==> config.mk <==
export PLATFORM = sky130hd
export DESIGN_NAME = pom_tw_arb
export DESIGN_NICKNAME = d
export VERILOG_FILES = /design/src/rtl/pom_tw_pkg.sv /design/src/rtl/pom_rr_arb2.sv /design/src/rtl/pom_tw_arb.sv
export SDC_FILE = /design/constraint.sdc
export NUM_CORES = 1
export LEC_CHECK = 0
export CORE_AREA = 2 2 363 365
export CTS_CLUSTER_DIAMETER = 40
export CTS_CLUSTER_SIZE = 40
export DETAILED_ROUTE_END_ITERATION = 10
export DIE_AREA = 0 0 365 367
export GPL_ROUTABILITY_DRIVEN = 1
export SLEW_MARGIN = 20
export SYNTH_ARGS = -nofsm -noshare
export SYNTH_HDL_FRONTEND = slang
export SYNTH_SLANG_ARGS = --single-unit
==> constraint.sdc <==
create_clock -name clk -period 1.6 [get_ports clk]
set_input_delay 0.24 -clock clk [delete_from_list [all_inputs] [get_ports clk]]
set_output_delay 0.24 -clock clk [all_outputs]
set_load 0.02 [all_outputs]
==> src/rtl/pom_tw_pkg.sv <==
// Shared definitions for the tw_info BRAM users: entry layout, ACK codes and arbiter states.
package pom_tw_pkg;

  localparam int unsigned TwEntryBytes = 16;

  // Bit positions inside one 128-bit tw_info entry.
  localparam int unsigned TwValidBit   = 7;
  localparam int unsigned TwAccIdLsb   = 8;
  localparam int unsigned TwAccIdMsb   = 12;
  localparam int unsigned TwCompLsb    = 32;
  localparam int unsigned TwCompMsb    = 63;
  localparam int unsigned TwTaskIdLsb  = 64;
  localparam int unsigned TwTaskIdMsb  = 127;

  localparam logic [7:0] TwAckOk     = 8'h01;
  localparam logic [7:0] TwAckReject = 8'h00;
  localparam logic [7:0] TwAckFinal  = 8'h02;

  typedef enum logic [1:0] {
    StIdle,
    StOwn0,
    StOwn1
  } arb_state_e;

endpackage

==> src/rtl/pom_rr_arb2.sv <==
// Two-way round-robin grant FSM; a grant is held until the owner drops its request.
module pom_rr_arb2
  import pom_tw_pkg::*;
(
  input  logic clk,
  input  logic aresetn,
  input  logic req0,
  input  logic req1,
  output logic gnt0,
  output logic gnt1
);

  arb_state_e state_q, state_d;
  logic       last_q, last_d;

  always_comb begin
    state_d = state_q;
    last_d  = last_q;
    unique case (state_q)
      StIdle: begin
        if (req0 && req1) begin
          state_d = last_q ? StOwn0 : StOwn1;
        end else if (req0) begin
          state_d = StOwn0;
        end else if (req1) begin
          state_d = StOwn1;
        end
      end
      StOwn0: begin
        if (!req0) begin
          last_d  = 1'b0;
          state_d = req1 ? StOwn1 : StIdle;
        end
      end
      StOwn1: begin
        if (!req1) begin
          last_d  = 1'b1;
          state_d = req0 ? StOwn0 : StIdle;
        end
      end
      default: state_d = StIdle;
    endcase
  end

  always_ff @(posedge clk) begin
    if (!aresetn) begin
      state_q <= StIdle;
      last_q  <= 1'b1;
    end else begin
      state_q <= state_d;
      last_q  <= last_d;
    end
  end

  assign gnt0 = (state_q == StOwn0);
  assign gnt1 = (state_q == StOwn1);

endmodule

==> src/rtl/pom_tw_arb.sv <==
// Arbitrates the single tw_info BRAM port between the gateway (port 0) and taskwait unit (port 1).
module pom_tw_arb
  import pom_tw_pkg::*;
#(
  parameter int unsigned TW_INFO_SIZE = 16
) (
  input  logic         clk,
  input  logic         aresetn,
  input  logic         req0,
  input  logic         req1,
  output logic         gnt0,
  output logic         gnt1,
  input  logic         p0_en,
  input  logic [15:0]  p0_we,
  input  logic [31:0]  p0_addr,
  input  logic [127:0] p0_din,
  output logic [127:0] p0_dout,
  output logic         p0_rvalid,
  input  logic         p1_en,
  input  logic [15:0]  p1_we,
  input  logic [31:0]  p1_addr,
  input  logic [127:0] p1_din,
  output logic [127:0] p1_dout,
  output logic         p1_rvalid,
  output logic         err,
  output logic         tw_info_clk,
  output logic         tw_info_en,
  output logic [15:0]  tw_info_we,
  output logic [31:0]  tw_info_addr,
  output logic [127:0] tw_info_din,
  input  logic [127:0] tw_info_dout
);

  localparam logic [31:0] MaxAddr = 32'(TW_INFO_SIZE * TwEntryBytes - TwEntryBytes);

  function automatic logic addr_bad(input logic [31:0] addr);
    return (addr > MaxAddr) || (addr[3:0] != 4'h0);
  endfunction

  logic sel0, sel1, acc0, acc1, bad0, bad1, fwd0, fwd1, unauth;
  logic rd_pend_q, rd_pend_d, rd_port_q, err_q;

  pom_rr_arb2 u_rr (
    .clk    (clk),
    .aresetn(aresetn),
    .req0   (req0),
    .req1   (req1),
    .gnt0   (gnt0),
    .gnt1   (gnt1)
  );

  // An owner whose req is already low is in its release cycle; its en is dropped silently.
  assign sel0   = gnt0 & req0;
  assign sel1   = gnt1 & req1;
  assign acc0   = sel0 & p0_en;
  assign acc1   = sel1 & p1_en;
  assign bad0   = acc0 & addr_bad(p0_addr);
  assign bad1   = acc1 & addr_bad(p1_addr);
  assign fwd0   = acc0 & ~bad0;
  assign fwd1   = acc1 & ~bad1;
  assign unauth = (p0_en & ~gnt0) | (p1_en & ~gnt1);

  always_comb begin
    tw_info_en   = 1'b0;
    tw_info_we   = '0;
    tw_info_addr = '0;
    tw_info_din  = '0;
    if (gnt0) begin
      tw_info_en   = fwd0;
      tw_info_we   = fwd0 ? p0_we : '0;
      tw_info_addr = p0_addr;
      tw_info_din  = p0_din;
    end else if (gnt1) begin
      tw_info_en   = fwd1;
      tw_info_we   = fwd1 ? p1_we : '0;
      tw_info_addr = p1_addr;
      tw_info_din  = p1_din;
    end
  end

  assign rd_pend_d = (fwd0 && (p0_we == '0)) || (fwd1 && (p1_we == '0));

  always_ff @(posedge clk) begin
    if (!aresetn) begin
      rd_pend_q <= 1'b0;
      rd_port_q <= 1'b0;
      err_q     <= 1'b0;
    end else begin
      rd_pend_q <= rd_pend_d;
      rd_port_q <= fwd1;
      err_q     <= err_q | unauth | bad0 | bad1;
    end
  end

  // The read returns to its issuer even if the grant has since moved.
  assign p0_rvalid   = rd_pend_q & ~rd_port_q;
  assign p1_rvalid   = rd_pend_q & rd_port_q;
  assign p0_dout     = tw_info_dout;
  assign p1_dout     = tw_info_dout;
  assign err         = err_q;
  assign tw_info_clk = clk;

endmodule

==> impl_metrics.py <==
metrics = {
    "outcome": {
        "status": "finished with violations",
        "violations": "negative setup slack",
    },
    "floorplanning": {
        "chipHeight_um": 367,
        "die_width_um": 365,
        "die_area_um2": 134000,
        "rows": 133,
        "initial_core_util_pct": 3.22,
        "core_um2": 130000,
        "io_pins": 925,
    },
    "global_routing": {
        "grt_max_degree": 12,
        "overflow": 0,
        "track_usage_pct": 13.5,
        "first_global_vias": 7063,
        "grt_pass1_wl_um": 109000,
        "grt_antenna_before_repair": 48,
    },
    "yosys": {
        "synth_top_area_share_pct": 46.1,
        "postSynthAreaPerCell_um2": 7.81,
        "yosys.cell_types.count": 29,
        "synth-seq-cells": 6,
        "synth_area_um2": 4200,
        "ys_warn_count": 0,
        "synth_nets": 1024,
        "syn_inst": 538,
        "yosys.area.top_type": "buf_4",
        "synth_seq_area_share_pct": 2.86,
        "synth.area.top_cells": "buf_4 46%, a22o_1 35%, dfxtp_1 2.9%, nor4_1 2.8%, buf_2 2.4%",
    },
    "finish": {
        "drive_gt1_share_pct": 56.4,
        "layout.nets": 1482,
        "syn2layout_area_growth_pct": 264,
        "stdcell_count": 2763,
        "fillers": 14806,
        "post-route-util_pct": 11.7,
    },
    "power": {
        "power.total_mw": 6.12,
        "ir_drop_uv": 274,
        "power_density_nw_per_um2": 400,
        "power.leakage_nw": 5.94,
    },
    "sta": {
        "skew_ns": 0.00152,
        "grt_setup_unrepaired": "yes",
        "setup_slack_ns": -0.780,
        "tightest_slew_ns": 0.412,
        "timing.fmax_mhz": 420,
        "fin_tns_setup_ns": -109.75,
        "post-route-min-period_ns": 2.38,
        "slew_headroom_pct": 72.3,
        "setup_violations": 182,
        "maxSlewViolCount": 0,
        "fin_crit_sh_pct": 149,
        "hold_viol": 0,
    },
    "hold_path": {
        "min_path_type": "primary input to output port",
    },
    "worst_setup_path": {
        "cp.arrival_ns": 2.14,
        "slowest_delay_ns": 0.43,
        "cp_slowest_cell": "clkdlybuf4s50_1",
        "crit_required_ns": 1.36,
        "crit_chain": "clkdlybuf4s50_1 > nor4_1 > nand3_1 > buf_4 > nor3_4 > buf_12 > buf_12 > buf_16 > a22o_4 > buf_12",
        "r2r_setup_slack_ns": -0.18,
        "cp-end-kind": "output port",
        "worst-setup-path-type": "primary input to output port",
        "startpoint_type": "primary input",
        "crit_top_cell": "buf_12",
        "cp_max_fo": 8,
    },
    "placed_design": {
        "portBuffers": 540,
        "dp_hpwl_um": 80300,
        "dp_cells": 2658,
        "gp_congestion": 0.845,
    },
    "clock_tree": {
        "hold_buffers": 0,
        "cts_tree": "done",
        "clock_latency_ns": 0.34,
    },
    "routing": {
        "viasPerCell": 2.42,
        "drtPass1Iterations": 4,
        "vias": 6698,
        "avgRoutedWirePerCell_um": 34.1,
        "drcViolationCount": 0,
        "ant_nets": 0,
        "drtIter0Drc": 199,
        "routed_wl_um": 94300,
    },
    "run": {
        "maxCapViolations": 0,
    },
}
==> flip-flops by register name, indices dropped and copies added, names as in the netlist <==
name          count
u_rr.state_q      2
err               1
rd_pend_q         1
rd_port_q         1
u_rr.last_q       1
==> metrics by stage <==
stage	setup WS (ns)	hold WS (ns)	cell area, um2
floorplan	-0.0631	0.316	4210
global placement	-2.34	0.480	12100
detailed placement	-1.48	0.480	12100
CTS	-0.853	0.480	15200
global route	-0.863	0.480	15300
finish	-0.780	0.480	15300
==> report_power, final <==
| group | leakage [nW] | switching [mW] | total [mW] | internal, mW |
|---|---|---|---|---|
| sequential | 0.0506 | 0.00879 | 0.167 | 0.158 |
| clock | 0.0780 | 0.265 | 0.922 | 0.657 |
| combinational | 5.81 | 2.19 | 5.03 | 2.85 |
| total | 5.94 | 2.46 | 6.12 | 3.66 |
==> cells by family after synthesis <==
logic type	share of synthesized area, %
buf+inv	50.3
simple gates	8.48
flops	2.86
compound gates	38.3
==> metal layers <==
layer	wire length, um	GRT usage (%)
met2	40900	21.1
met5	281	0.182
met4	2250	2.50
met1	34100	14.3
met3	16800	10.5
==> final timing paths <==
kind,depth (start not counted),to,from
worst max-delay path,10,tw_info_we[3],p1_addr[20]
worst min-delay path,0,p1_dout[51],tw_info_dout[51]
worst max register to register,8,rd_pend_q,u_rr.state_q[0]
worst min register to register,2,u_rr.last_q,u_rr.last_q
==> repair_timing <==
item | in CTS | in global routing
endpoints found under the setup margin | 185 | 182
buffers inserted | 69 | 16
pin swaps | 118 | 79
resized for setup | 574 | 89
gates cloned | 32 | 0
==> layout by cell type, fill, tap and decap left out, drive strengths merged <==
cell / n
buf: 397
clkdlybuf4s50: 321
a22o: 177
nor4: 23
dlygate4sd2: 17
diode: 14
clkbuf: 7
clkdlybuf4s15: 7
dfxtp: 6
nand3: 4
nor2: 4
nor2b: 4
and4: 3
o21ai: 3
nand4: 3
nor3: 2
o22ai: 2
and3: 2
inv: 2
a21oi: 2
and2: 1
or2: 1
o21bai: 1
nand2: 1
o211ai: 1
nand2b: 1
bufbuf: 1
dlymetal6s2s: 1
==> layout make-up <==
type | instances | area, um2 | share of cell area (%)
Timing Repair Buffer | 744 | 9570 | 62.4
Multi-Input combinational cell | 235 | 3230 | 21.1
Tap cell | 1755 | 2200 | 14.3
Clock buffer | 7 | 155 | 1.01
Sequential cell | 6 | 128 | 0.833
Antenna cell | 14 | 35.0 | 0.229
Inverter | 2 | 7.51 | 0.0490
==> critical path, delay by kind of cell <==
kind	cells	cell delay, ns
simple gates	3	0.63
compound gates	1	0.15
buf+inv	6	1.11
==> synthesized netlist by cell type <==
library cell	number
a21oi_1	2
a22o_1	170
a22o_2	7
and2_1	1
and3_1	2
and4_1	3
buf_1	2
buf_2	20
buf_4	258
buf_6	1
clkbuf_1	14
dfxtp_1	6
inv_1	2
nand2_1	1
nand2b_1	1
nand3_1	4
nand4_1	2
nand4_2	1
nor2_1	4
nor2b_1	4
nor3_4	2
nor4_1	19
nor4_2	3
nor4_4	1
o211ai_1	1
o21ai_0	3
o21bai_1	1
o22ai_1	2
or2_2	1
No activity file was read; power rests on OpenSTA's default activity.
